==> src/rtl/mux2_rr_arbiter.sv <==
`default_nettype none
// ============================================================================
//  Module      : mux2_rr_arbiter (plus helper mux2)
//  Description : Two-requester round-robin arbiter that time-shares one Mux2
//                datapath between two valid/ready streams. The grant is held
//                for the whole of a multi-beat packet (closed by *_last), and
//                a single-entry output register gives 1-cycle latency at full
//                1-beat/cycle throughput.
//  Ports       : clk, rst                  - clock, synchronous active-high reset
//                in1_valid/last/data/ready - requester 1 stream
//                in2_valid/last/data/ready - requester 2 stream
//                out_valid/last/src/data   - registered output beat
//                out_ready                 - downstream accept
//                cnt1, cnt2                - saturating accepted-beat counters
//                                            (only with MUX2_ARB_STATS_EN)
//  Options     : MUX2_ARB_STATS_EN - adds STAT_W and the cnt1/cnt2 counters
//  Revision    : 1.0 - initial release
// ============================================================================

module mux2 #(
    parameter int WIDTH = 8
) (
    input  logic             sel,
    input  logic [WIDTH-1:0] a,
    input  logic [WIDTH-1:0] b,
    output logic [WIDTH-1:0] y
);
    assign y = sel ? b : a;
endmodule

module mux2_rr_arbiter #(
    parameter int WIDTH = 8
`ifdef MUX2_ARB_STATS_EN
    ,
    parameter int STAT_W = 16
`endif
) (
    input  logic             clk,
    input  logic             rst,
    input  logic             in1_valid,
    input  logic             in1_last,
    input  logic [WIDTH-1:0] in1_data,
    output logic             in1_ready,
    input  logic             in2_valid,
    input  logic             in2_last,
    input  logic [WIDTH-1:0] in2_data,
    output logic             in2_ready,
    output logic             out_valid,
    output logic             out_last,
    output logic             out_src,
    output logic [WIDTH-1:0] out_data,
    input  logic             out_ready
`ifdef MUX2_ARB_STATS_EN
    ,
    output logic [STAT_W-1:0] cnt1,
    output logic [STAT_W-1:0] cnt2
`endif
);

    localparam logic [1:0] c_IDLE  = 2'd0;
    localparam logic [1:0] c_LOCK1 = 2'd1;
    localparam logic [1:0] c_LOCK2 = 2'd2;

    logic [1:0]       r_state;
    logic             r_ptr;      // 0: in1 wins the next tie, 1: in2 wins
    logic             r_out_valid;
    logic             r_out_last;
    logic             r_out_src;
    logic [WIDTH-1:0] r_out_data;

    logic             w_load;
    logic             w_grant;    // 0 = in1, 1 = in2
    logic             w_acc;
    logic             w_last;
    logic [WIDTH-1:0] w_mux_data;

    // The output register can take a new beat when empty or when its
    // current beat is leaving on this same edge (no bubble).
    assign w_load = !r_out_valid || out_ready;

    always_comb begin
        w_grant = r_ptr;
        case (r_state)
            c_LOCK1: w_grant = 1'b0;
            c_LOCK2: w_grant = 1'b1;
            default: begin
                if (in1_valid && (!in2_valid || !r_ptr)) begin
                    w_grant = 1'b0;
                end else if (in2_valid) begin
                    w_grant = 1'b1;
                end else begin
                    w_grant = r_ptr;
                end
            end
        endcase
    end

    assign in1_ready = !rst && w_load && !w_grant && in1_valid;
    assign in2_ready = !rst && w_load &&  w_grant && in2_valid;
    assign w_acc     = in1_ready || in2_ready;
    assign w_last    = w_grant ? in2_last : in1_last;

    mux2 #(
        .WIDTH (WIDTH)
    ) u_mux2 (
        .sel (w_grant),
        .a   (in1_data),
        .b   (in2_data),
        .y   (w_mux_data)
    );

    always_ff @(posedge clk) begin
        if (rst) begin
            r_state     <= c_IDLE;
            r_ptr       <= 1'b0;
            r_out_valid <= 1'b0;
            r_out_last  <= 1'b0;
            r_out_src   <= 1'b0;
            r_out_data  <= '0;
        end else begin
            if (w_load) begin
                r_out_valid <= w_acc;
            end
            if (w_acc) begin
                r_out_data <= w_mux_data;
                r_out_last <= w_last;
                r_out_src  <= w_grant;
                if (w_last) begin
                    // Packet closed: hand the next tie to the other source.
                    r_state <= c_IDLE;
                    r_ptr   <= ~w_grant;
                end else begin
                    r_state <= w_grant ? c_LOCK2 : c_LOCK1;
                end
            end
        end
    end

    assign out_valid = r_out_valid;
    assign out_last  = r_out_last;
    assign out_src   = r_out_src;
    assign out_data  = r_out_data;

`ifdef MUX2_ARB_STATS_EN
    logic [STAT_W-1:0] r_cnt1;
    logic [STAT_W-1:0] r_cnt2;

    always_ff @(posedge clk) begin
        if (rst) begin
            r_cnt1 <= '0;
            r_cnt2 <= '0;
        end else begin
            if (in1_ready && (r_cnt1 != {STAT_W{1'b1}})) begin
                r_cnt1 <= r_cnt1 + 1'b1;
            end
            if (in2_ready && (r_cnt2 != {STAT_W{1'b1}})) begin
                r_cnt2 <= r_cnt2 + 1'b1;
            end
        end
    end

    assign cnt1 = r_cnt1;
    assign cnt2 = r_cnt2;
`endif

endmodule
`default_nettype wire
==> config.mk <==
export PLATFORM = sky130hd
export DESIGN_NAME = mux2_rr_arbiter
export DESIGN_NICKNAME = d
export VERILOG_FILES = /design/src/rtl/mux2_rr_arbiter.sv
export SDC_FILE = /design/constraint.sdc
export NUM_CORES = 1
export LEC_CHECK = 0
export BUFFER_PORTS_ARGS = -buffer_cell sky130_fd_sc_hd__buf_2
export CAP_MARGIN = 20
export CORE_MARGIN = 4
export CORE_UTILIZATION = 41
export DETAILED_ROUTE_END_ITERATION = 8
export PLACE_DENSITY = 0.76
export SLEW_MARGIN = 0
export SYNTH_ARGS = -nofsm -noshare
export SYNTH_HDL_FRONTEND = slang
export SYNTH_HIERARCHICAL = 1
export SYNTH_SLANG_ARGS = --single-unit
==> constraint.sdc <==
create_clock -name clk -period 1.75 [get_ports clk]
set_clock_uncertainty 0.2 [all_clocks]
set_input_delay 0 -clock clk [delete_from_list [all_inputs] [get_ports clk]]
set_output_delay 0 -clock clk [all_outputs]
set_load 0.05 [all_outputs]
Word-level counts from Yosys, hierarchy flattened
Cells that the tools add are included.
Storage, ports and cells
  register bits after elaboration: 14
  bits of input ports: 23
  output and inout port bits: 13
  word-level logic and storage cells: 31
Cells by class
  equality and inequality tests: 2
  multiplexer cells: 7
  bitwise operators: 1
  reduce and logical (&&, ||, !) cells: 15
Operator list (count)
  $mux 8: 1
  $logic_and 1x1->1: 6
  $logic_not 1->1: 5
  $mux 2: 2
  $logic_or 1x1->1: 3
  $mux 1: 3
  $eq 2x1->1 const B: 1
  $eq 2x2->1 const B: 1
  $pmux 1 s2: 1
  $reduce_and 2->1: 1
  $not 1->1: 1

Longest topological paths before layout
Gate-level depths: netlist of run 1.
  depth after elaboration: 10
  gate-level depth with buffers: 8
  mapped depth without buffers: 7

By module
The synthesis of run 1 kept the hierarchy.
By module, submodules not included
  mux2_rr_arbiter: instances 1, cells each 83, area an instance 694.4 um2, sequential area each 280.3 um2
  mux2: instances 1, cells each 9, area an instance 131.4 um2, sequential area each 0.0 um2

Worst setup path before layout of run 1
No wires, ideal clock.
  path type: register to output
  start point: reg r_state[0]
  end point: out in2_ready
  arrival time: 1.949 ns
  required time: 1.550 ns
  setup slack: -0.399 ns
  stages on the path, launching flop included: 7
  path buffers: 0
  cells stage by stage: dfxtp_1 -> inv_1 -> ha_1 -> inv_1 -> o311a_1 -> and2_4 -> nor2_1
Between the ends
  word-level cells in the longest chain between the ends: 4
  elaborated cells between the ends (all ways): 5
  classes of those cells: eq/ne: 2; mux: 1; reduce/logical: 2
Ends and longest elaborated chain
  from (decl): RTL line 64  | logic [1:0] r_state;
  from (signal assigned): RTL line 114  | r_state <= c_IDLE;
  from (signal assigned): RTL line 130  | r_state <= c_IDLE;
  from (signal assigned): RTL line 133  | r_state <= w_grant ? c_LOCK2 : c_LOCK1;
  $eq 2x2->1 or $eq 2x1->1 (tied branches): RTL line 83  | case (r_state)
  $pmux 1 s2 (*): RTL line 83
  $logic_and 1x1->1 (*) (2 in a row): RTL line 99  | assign in2_ready = !rst && w_load && w_grant && in2_valid;
  to (decl): RTL line 47  | output logic in2_ready,
Every way passes the cells marked *; elsewhere a longest branch is shown, timed or not.

Worst setup path in the final report of run 1
  start point: reg r_state[0]
  end point: reg r_out_data[3], in the netlist out_data[3]
Between the ends
  elaborated cells between the ends (all ways): 10
  classes of those cells: eq/ne: 2; mux: 2; reduce/logical: 6
RTL lines
  $eq 2x2->1 or $eq 2x1->1 (tied branches): RTL line 83
  $pmux 1 s2 (*): RTL line 83
  via w_grant: RTL line 72  | logic w_grant;
  $mux 8 (*): RTL line 28  | assign y = sel ? b : a;
  via w_mux_data[3]: RTL line 75  | logic [WIDTH-1:0] w_mux_data;
  to (signal assigned): RTL line 125  | r_out_data <= w_mux_data;
  to (decl): RTL line 69  | logic [WIDTH-1:0] r_out_data;
The timed path passes the listed nets; every way through them passes the cells marked *.
A chain may end at the register's enable or synchronous reset.

==> metrics.md, run 1 <==
| Metric | Value |
|---|---|
| Post-synth net total | 116 |
| Clk buf depth | 2 |
| Final count of hold timing violations | 0 |
| Power, Total | 1.11 mW |
| Share of cells above drive strength 1 | 51.8% |
| Avg WL per Cell | 16.5 µm |
| Minimum clock period after layout | 1.99 ns |
| Clock power frac | 22.0% |
| Post-DP HPWL | 1720 µm |
| Crit. path cell count | 8 |
| Root Buffer | clkbuf_4 |
| Core Region | 0.00182 mm² |
| Clock latency on the worst-skew pair | 0.28 ns |
| Total CTS buffers | 3 |
| Crit path max fanout | 8 |
| Critical Path AT | 1.96 ns |
| Mapped Cells | 92 |
| Main synth FF type | dfxtp_1 |
| PwrDens | 728 mW/mm² |
| Worst r2r path cells | 8 |
| First-pass GRT wire length | 4570 µm |
| Fin crit share | 114% |
| GRT Util Overall | 22.4% |
| CP Cell Sequence | inv_2 -> ha_4 -> inv_2 -> o21ai_1 -> buf_12 -> mux2_4 -> nand3_1 -> a21oi_1 |
| Cell area after layout | 0.00152 mm² |
| Synth Cell Area | 826 µm² |
| R2R Setup Slk | -0.24 ns |
| P_int | 0.708 mW |
| H-tree Lvls | 1 |
| Sequential-to-total area share from yosys stat | 33.9% |
| Post-synth cell types | 27 |
| Crit path kind | flop to flop |
| Clock Pin Slew Worst Setup and Hold Paths | 0.10 ns |
| Vias in the first global route | 1031 |
| Vias | 1018 |
| Antenna diode count | 0 |
| CP required | 1.72 ns |
| Comb power frac | 45.2% |
| Seq pwr share | 32.8% |
| Io pins | 36 |
| Drt first-iter violations | 25 |
| Initial core utilization | 45.4% |
| Hold slack | 0.0191 ns |
| Pre-antenna DRT Iters | 4 |
| Slew at the pin closest to its max-slew limit | 0.288 ns |
| Achievable Freq | 503 MHz |
| CP Capture Type | flop |
| Row count | 15 |
| Failing checks | negative setup slack |
| P_leak | 0.688 nW |
| Dpl cell area | 0.00111 mm² |
| Slew Limit Fails | 0 |
| Final Util | 83.6% |
| Min-Delay Path Depth | 5 |
| Initial antenna violation count | 0 |
| Final net count | 189 |
| Vias/cell | 5.39 |
| Setup WS post-layout | -0.239 ns |
| CP top delay family | flip-flops |
| Max Cap Viol | 0 |
| Port Buffer Count | 35 |
| Peak VDD IR | 0.522 mV |
| P&R area growth vs syn | 84.4% |
| Worst min-delay path class | input pin to flop |
| Yosys reg bits | 14 |
| Die W | 52.9 µm |
| ANT nets after route | 0 |
| Final WL | 3120 µm |
| Syn Area/Cell | 8.98 µm² |
| Result of the run | complete, but fails checks |
| Grt total ovfl | 0 |
| Placed cells | 157 |
| Relative slew slack | 80.6% |
| Gp weighted congestion | 0.871 |
| Die area | 0.00280 mm² |
| Net Sw Power | 0.401 mW |
| Setup violations, final | 14 |
| Largest net degree at the start of global routing | 15 |
| Slowest CP cell | dfxtp_2 |
| Async S/R FF share, synth | 0% |
| CP peak stage delay | 0.35 ns |
| Post-synth EDFFs | 0 |
| Crit-path most repeated cell | inv_2 |
| DRC violations left | 0 |
| Sw Share | 36.2% |
| CP Buf/Inv Count | 3 |
| Element type at the critical path start | flop |
| Die height | 52.9 µm |
| YS warnings | 6 |
| Clock Sinks | 14 |
| CTS tree | done |
| Non-filler cells, final | 189 |
| RSZ-0062 raised after global routing | true |
[Yosys cell counts (2+ instances only)]
library cell   n  share of area, %
a21oi_1       14               8.5
dfxtp_1       14                34
o21ai_0       10               6.1
nand3_1        9               5.5
mux2_4         8                15
inv_1          6               2.7
nor2_1         5               2.3
o211ai_1       3               2.7
buf_6          2               2.7
clkbuf_1       2              0.91
nand2_1        2              0.91
o31ai_1        2               1.8
[power groups by stage]
stage          clock (mW)  sequential (mW)  combinational [mW]
2_1_floorplan           0            0.447               0.199
3_3_place_gp            0            0.367               0.377
3_5_place_dp            0            0.369               0.385
4_1_cts             0.250            0.362               0.459
5_1_grt             0.253            0.367               0.528
6_report            0.244            0.364               0.502
[cell families after synthesis]
logic type / count (synthesis) / synth area share (%)
simple gates: 23 / 16.7
compound gates: 33 / 24.1
flops: 14 / 33.9
mux: 8 / 14.5
fa+ha+maj: 2 / 2.88
buf+inv: 12 / 7.88
[routing by layer]
metal,routed length [µm],GRT usage [%],share of wire [%],vias up
li1,-,-,-,477
met3,184,3.38,5.9,2
met1,1380,27.7,44,490
met2,1540,38.2,49,49
met4,18,9.36,0.58,0
met5,0,0,0,-
[registers in the layout, indices dropped and copies added (netlist names)]
register and count:
out_data 8, out_last 1, out_src 1, out_valid 1
r_ptr 1, r_state 2
[final timing paths]
check | startpoint | to
worst max-delay path | r_state[0] | out_data[3]
worst min-delay path | in2_valid | r_state[0]
worst max register to register | r_state[0] | out_data[3]
worst min register to register | out_src | out_src
[metrics by stage]
| step | setup WS, ns | TNS, ns |
|---|---|---|
| after floorplan | 0.00127 | 0 |
| after global placement | -0.0625 | -0.479 |
| after detailed placement | -0.127 | -1.06 |
| after CTS | -0.235 | -1.71 |
| after global routing | -0.265 | -2.70 |
| final | -0.239 | -2.15 |
[cell usage in the layout, fill, tap and decap left out, drive strengths merged]
| master | instances |
|---|---|
| a21oi | 14 |
| and2 | 1 |
| nand2 | 2 |
| or3 | 1 |
| nand2b | 1 |
| maj3 | 1 |
| dlygate4sd3 | 22 |
| nor2 | 5 |
| nor2b | 1 |
| o311a | 1 |
| a21o | 1 |
| ha | 1 |
| nand3 | 9 |
| dfxtp | 14 |
| mux2 | 8 |
| and3 | 1 |
| nand3b | 1 |
| o211ai | 3 |
| a211o | 1 |
| a311oi | 1 |
| or2b | 1 |
| buf | 52 |
| o31ai | 2 |
| clkbuf | 4 |
| o21ai | 10 |
| inv | 6 |
[final cells by class]
| type | count | area [µm²] |
|---|---|---|
| inverter | 6 | 22.5 |
| tap | 25 | 31.3 |
| timing repair buffer | 74 | 574 |
| sequential | 14 | 283 |
| multi-input combinational | 66 | 576 |
| fill | 108 | 298 |
| clock buffer | 4 | 36.3 |
[repair_timing]
item	4_1_cts	5_1_grt
gates resized for setup	14	16
pin swaps	5	3
cloned	1	1
setup buffers	3	1
hold endpoints to repair	14	0
setup endpoints to repair	14	14
hold buffers	22	0
[tightest hold or removal path, delay by kind of cell]
kind / cells / cell delay, ns
AOI/OAI and AO/OA: 3 / 0.22
buffers and inverters: 2 / 0.24
Power figures use the tool's default switching activity.
==> inputs of run 2 (changes only) <==
--- a/config.mk
+++ b/config.mk
@@ -6,11 +6,12 @@
 export NUM_CORES = 1
 export LEC_CHECK = 0
 export BUFFER_PORTS_ARGS = -buffer_cell sky130_fd_sc_hd__buf_2
-export CAP_MARGIN = 20
 export CORE_MARGIN = 4
 export CORE_UTILIZATION = 41
+export CTS_CLUSTER_DIAMETER = 40
 export DETAILED_ROUTE_END_ITERATION = 8
 export PLACE_DENSITY = 0.76
+export SETUP_SLACK_MARGIN = 0.4
 export SLEW_MARGIN = 0
 export SYNTH_ARGS = -nofsm -noshare
 export SYNTH_HDL_FRONTEND = slang
==> run 2 against run 1 <==
Effect of this change:
- the flow finishes with violations (negative hold slack, negative setup slack)
- critical path type is now flop to output pin
- flip-flop and latch count is the same
- via count grew 3.3%
- sequential share of layout area down 0.18 points
- combinational power grew 4.4%
- critical endpoint is now in2_ready
==> metrics.md, run 2 (same netlist as run 1, synthesis figures left out) <==
| Metric | Value |
|---|---|
| Post-DP HPWL | 1830 µm |
| Critical Path AT | 1.77 ns |
| Slew Limit Fails | 0 |
| Total CTS buffers | 3 |
| Hold slack | -0.177 ns |
| Comb power frac | 45.9% |
| Final count of hold timing violations | 4 |
| CP Capture Type | output pin |
| Seq pwr share | 32.1% |
| Element type at the critical path start | flop |
| Port Buffer Count | 35 |
| CP required | 1.55 ns |
| Drt first-iter violations | 37 |
| Clk buf depth | 2 |
| P_int | 0.720 mW |
| R2R Setup Slk | -0.20 ns |
| Core Region | 0.00182 mm² |
| Net Sw Power | 0.421 mW |
| Worst Setup SP | r_state[0] |
| Antenna diode count | 0 |
| First-pass GRT wire length | 4990 µm |
| Worst reg2reg startpoint | r_ptr |
| Minimum clock period after layout | 1.97 ns |
| Most frequent cells in the layout | buf_2 (34), dlygate4sd3_1 (20), buf_4 (12), a21oi_1 (10), dfxtp_1 (10) |
| Vias/cell | 5.54 |
| PwrDens | 735 mW/mm² |
| Storage element area | 285 µm² |
| ANT nets after route | 0 |
| Clock Pin Slew Worst Setup and Hold Paths | 0.10 ns |
| CP top delay family | flip-flops |
| Root Buffer | clkbuf_4 |
| Grt total ovfl | 0 |
| Pre-antenna DRT Iters | 4 |
| Footprint of the multi-input gates | 596 µm² |
| Worst min-delay path class | input pin to flop |
| Max Cap Viol | 0 |
| Setup WS post-layout | -0.223 ns |
| Fin crit share | 113% |
| Commonest non-fill, non-tap cell in the layout | buf_2 |
| CTS tree | done |
| DRC violations left | 0 |
| Row count | 15 |
| Largest net degree at the start of global routing | 13 |
| Die height | 52.9 µm |
| Avg WL per Cell | 17.5 µm |
| Post-CTS Hold Buffers | 20 |
| Achievable Freq | 507 MHz |
| Dpl cell area | 0.00111 mm² |
| Final net count | 190 |
| Failing checks | negative hold slack, negative setup slack |
| H-tree Lvls | 1 |
| Crit path kind | flop to output pin |
| Slew at the pin closest to its max-slew limit | 0.483 ns |
| Setup violations, final | 16 |
| CP Buf/Inv Count | 3 |
| Vias | 1052 |
| P_leak | 0.700 nW |
| RSZ-0062 raised after global routing | true |
| Result of the run | complete, but fails checks |
| Max reg flops | 8 |
| Min-Delay Path Depth | 4 |
| Cell area after layout | 0.00155 mm² |
| Initial antenna violation count | 0 |
| Worst r2r path cells | 7 |
| P&R area growth vs syn | 87.9% |
| Sw Share | 36.9% |
| Slowest CP cell | dfxtp_2 |
| Peak VDD IR | 0.519 mV |
| Die area | 0.00280 mm² |
| Crit. path cell count | 7 |
| Die W | 52.9 µm |
| Final WL | 3330 µm |
| Relative slew slack | 67.7% |
| Io pins | 36 |
| CP Cell Sequence | inv_2 -> ha_4 -> inv_4 -> o311a_4 -> and2_4 -> nor2_4 -> buf_6 |
| Share of cells above drive strength 1 | 57.0% |
| Clock Sinks | 14 |
| GRT Util Overall | 25.5% |
| Layout fillers | 97 |
| Initial core utilization | 45.4% |
| Clock latency on the worst-skew pair | 0.29 ns |
| Vias in the first global route | 1044 |
| Setup_tns | -2.24 ns |
| Worst setup endpoint | in2_ready |
| CP peak stage delay | 0.35 ns |
| Gp weighted congestion | 0.898 |
| End of the worst register-to-register path | out_data[2] |
| Clock power frac | 22.0% |
| Crit path max fanout | 5 |
-- run 2: cell types whose count changed in the layout (fill, tap and decap cells not counted), moves of 2 or more --
cell	delta
buf_6	-3
dfxtp_2	+2
dfxtp_1	-2
buf_8	+2
dlygate4sd3_1	-2
buf_4	+3
-- run 2: cell type report --
type                    count  share of cell area [%]
clock buffers               4                    2.34
inverters                   6                    1.61
multi-input cells          66                    38.4
flip-flops and latches     14                    18.4
well taps                  25                    2.02
repair buffers             75                    37.3
-- run 2: worst register-to-register path: stages (launching register included) --
cell and delay, ns:
dfxtp_2 0.39, inv_2 0.07, maj3_2 0.34, o21ai_2 0.19, buf_12 0.17, mux2_4 0.31
nand3_1 0.09, a21oi_1 0.07
-- run 2: metrics by stage --
step	util, %	hold slack, ns	power (mW)	cells	setup slack [ns]
final	85.2	-0.177	1.14	190	-0.223
after global routing	85.2	-0.172	1.18	190	-0.263
after CTS	82.1	-0.187	1.11	187	-0.202
after detailed placement	61.0	0.00967	0.760	155	-0.0584
after global placement	61.0	0.00360	0.748	155	0.00497
after floorplan	-	-0.132	0.659	92	0.0520
-- run 2: worst min-delay path by stage --
stage | end | startpoint | slack [ns]
3_5_place_dp | r_state[1] | in2_last | 0.01
6_report | out_valid | out_ready | -0.18
5_1_grt | out_valid | out_ready | -0.17
3_3_place_gp | r_state[1] | in2_last | 0.004
4_1_cts | out_valid | out_ready | -0.19
2_1_floorplan | out_last | rst | -0.13
-- run 2: routing by layer --
metal	vias to the layer above	share of wire (%)	GRT usage [%]
met2	65	48	44.6
met1	488	38	28.4
met3	16	7.9	3.10
li1	483	-	-
met4	0	5.5	17.0
met5	-	0	0
-- run 2: power groups by stage --
stage          Sequential [mW]  Combinational, mW  Clock (mW)
4_1_cts                  0.365              0.483       0.258
2_1_floorplan            0.449              0.210           0
6_report                 0.366              0.524       0.251
3_5_place_dp             0.371              0.389           0
3_3_place_gp             0.369              0.379           0
5_1_grt                  0.369              0.548       0.264
-- run 2: timing repair --
item                                    in CTS  in global routing
endpoints found under the setup margin      16                 16
endpoints found under the hold margin       14                  3
setup buffers                                8                  2
pin swaps                                    9                  3
gates resized for setup                     20                 10
cloned                                       0                  1
==> inputs of run 3 (changes only) <==
--- a/config.mk
+++ b/config.mk
@@ -7,10 +7,10 @@
 export LEC_CHECK = 0
 export BUFFER_PORTS_ARGS = -buffer_cell sky130_fd_sc_hd__buf_2
 export CORE_MARGIN = 4
-export CORE_UTILIZATION = 41
+export CORE_UTILIZATION = 45
 export CTS_CLUSTER_DIAMETER = 40
 export DETAILED_ROUTE_END_ITERATION = 8
-export PLACE_DENSITY = 0.76
+export PLACE_DENSITY = 0.79
 export SETUP_SLACK_MARGIN = 0.4
 export SLEW_MARGIN = 0
 export SYNTH_ARGS = -nofsm -noshare
==> constraint.sdc (replaced) <==
create_clock -name clk -period 1.85 [get_ports clk]
set_clock_uncertainty 0.2 [all_clocks]
set_input_delay 0 -clock clk [delete_from_list [all_inputs] [get_ports clk]]
set_output_delay 0 -clock clk [all_outputs]
set_load 0.05 [all_outputs]
==> run 3 against run 2 <==
Effect of this change:
- the flow still finishes with violations (negative hold slack, negative setup slack)
- combinational power fell by 3.8%
- via count fell by 1.0%
- final cell count fell by 1.1%
- critical path type unchanged
- critical endpoint unchanged
==> metrics.md, run 3 (same netlist as run 1, synthesis figures left out) <==
| Metric | Value |
|---|---|
| Result of the run | complete, but fails checks |
| Failing checks | negative hold slack, negative setup slack |
| Die W | 50.8 µm |
| Root Buffer | clkbuf_4 |
| Peak VDD IR | 0.457 mV |
| Worst min-delay path class | input pin to flop |
| Minimum clock period after layout | 1.98 ns |
| R2R Setup Slk | -0.09 ns |
| Final net count | 189 |
| Worst r2r path cells | 9 |
| Die area | 0.00258 mm² |
| RSZ-0062 raised after global routing | true |
| End of the worst register-to-register path | out_data[0] |
| Final count of hold timing violations | 1 |
| CP required | 1.65 ns |
| Core Region | 0.00173 mm² |
| CTS tree | done |
| Worst reg2reg startpoint | r_state[0] |
| Post-CTS Hold Buffers | 21 |
| M3 GR Usage | 5.54% |
| P_leak | 0.685 nW |
| Hold slack | -0.136 ns |
| Die height | 50.8 µm |
| Max reg flops | 8 |
| Max Cap Viol | 0 |
| Pre-antenna DRT Iters | 4 |
| Met2 Track Usage GR | 44.3% |
| Drt first-iter violations | 31 |
| Avg WL per Cell | 18.8 µm |
| Top Usage Layer GRT | met2 |
| GRT met1 Usage | 32.1% |
| Total CTS buffers | 3 |
| Post-DP HPWL | 1620 µm |
| Clk buf depth | 2 |
| DRC violations left | 0 |
| Slew Limit Fails | 0 |
| Vias/cell | 5.54 |
| Gp weighted congestion | 0.804 |
| Critical Path AT | 1.78 ns |
| Clock latency on the worst-skew pair | 0.29 ns |
| Place WS | 0.0200 ns |
| Row count | 15 |
| Most frequent cells in the layout | buf_2 (35), dlygate4sd3_1 (21), buf_4 (11), dfxtp_1 (10) |
| CP Capture Type | output pin |
| Crit path kind | flop to output pin |
| First-pass GRT wire length | 5060 µm |
| GRT Util Overall | 26.1% |
| Relative slew slack | 56.7% |
| Initial core utilization | 47.8% |
| Clock Pin Slew Worst Setup and Hold Paths | 0.08 ns |
| Setup WS post-layout | -0.126 ns |
| Worst setup endpoint | in2_ready |
| Largest net degree at the start of global routing | 13 |
| P&R area growth vs syn | 87.9% |
| H-tree Lvls | 1 |
| Share of cells above drive strength 1 | 60.7% |
| Antenna diode count | 0 |
| Achievable Freq | 506 MHz |
| Fin crit share | 107% |
| Crit path max fanout | 4 |
| Clock Sinks | 14 |
| ANT nets after route | 0 |
| Io pins | 36 |
| Element type at the critical path start | flop |
| Vias | 1041 |
| Placed cells | 152 |
| Commonest non-fill, non-tap cell in the layout | buf_2 |
| Grt total ovfl | 0 |
| Port Buffer Count | 35 |
| Worst Setup SP | r_state[0] |
| Slew at the pin closest to its max-slew limit | 0.647 ns |
| Non-filler cells, final | 188 |
| PwrDens | 663 mW/mm² |
| Initial antenna violation count | 0 |
| Vias in the first global route | 1032 |
| Setup violations, final | 13 |
| Final WL | 3540 µm |
==> run 3: changes by cell type in the layout (fill, tap and decap cells not counted), sizes merged <==
cell | before | now
buf | 55 | 53
dlygate4sd3 | 20 | 21
clkbuf | 4 | 3
==> run 3: worst min path at each step <==
stage / startpoint / end / slack, ns / cells past startpoint
floorplan: rst / out_last / -0.13 / 1
global placement: in2_last / r_state[1] / 0.0003 / 2
detailed placement: in2_last / r_state[1] / 0.0004 / 2
CTS: out_ready / out_valid / -0.15 / 4
global route: out_ready / out_valid / -0.12 / 4
finish: out_ready / out_valid / -0.14 / 4
==> run 3: what timing repair did <==
action                     CTS  global route
pin swaps                    6             1
cloned                       2             0
setup endpoints to repair   16            16
hold endpoints to repair    14             1
resized for setup           14            20
setup buffers                8             2
==> run 3: critical path, stage by stage (launching register included) <==
cell and delay, ns:
dfxtp_2 0.35, inv_2 0.05, ha_4 0.24, or3_4 0.36, and3_4 0.21, nand2_4 0.09, nor2_4 0.04, buf_8 0.14
==> run 3: final cells by class <==
cell class                 count  area [µm²]
multi-input combinational     66         624
sequential                    14         285
timing repair buffer          74         563
clock buffer                   3        22.5
inverter                       6        25.0
fill                          80         175
tap                           25        31.3
==> run 3: through the flow <==
stage	util, %	setup TNS (ns)	hold slack, ns	area, µm²	power [mW]
finish	89.9	-0.838	-0.136	1550	1.03
global route	89.9	-1.30	-0.120	1550	1.05
CTS	83.8	-0.367	-0.153	1450	0.947
detailed placement	63.0	0	0.000447	1090	0.707
global placement	63.0	0	0.000258	1090	0.699
floorplan	-	0	-0.132	877	0.623
==> run 3: report_power, final <==
group	switching, mW	internal, mW
combinational	0.275	0.229
clock	0.101	0.0758
sequential	0.0186	0.329
total	0.394	0.634
==> run 3: layer usage <==
metal  part of all wire [%]  up-vias  routed length (µm)
met3                    5.2       10                 185
met1                     41      508                1450
met4                    2.0        0                  71
li1                       -      477                   -
met5                      0        -                   0
met2                     52       46                1830
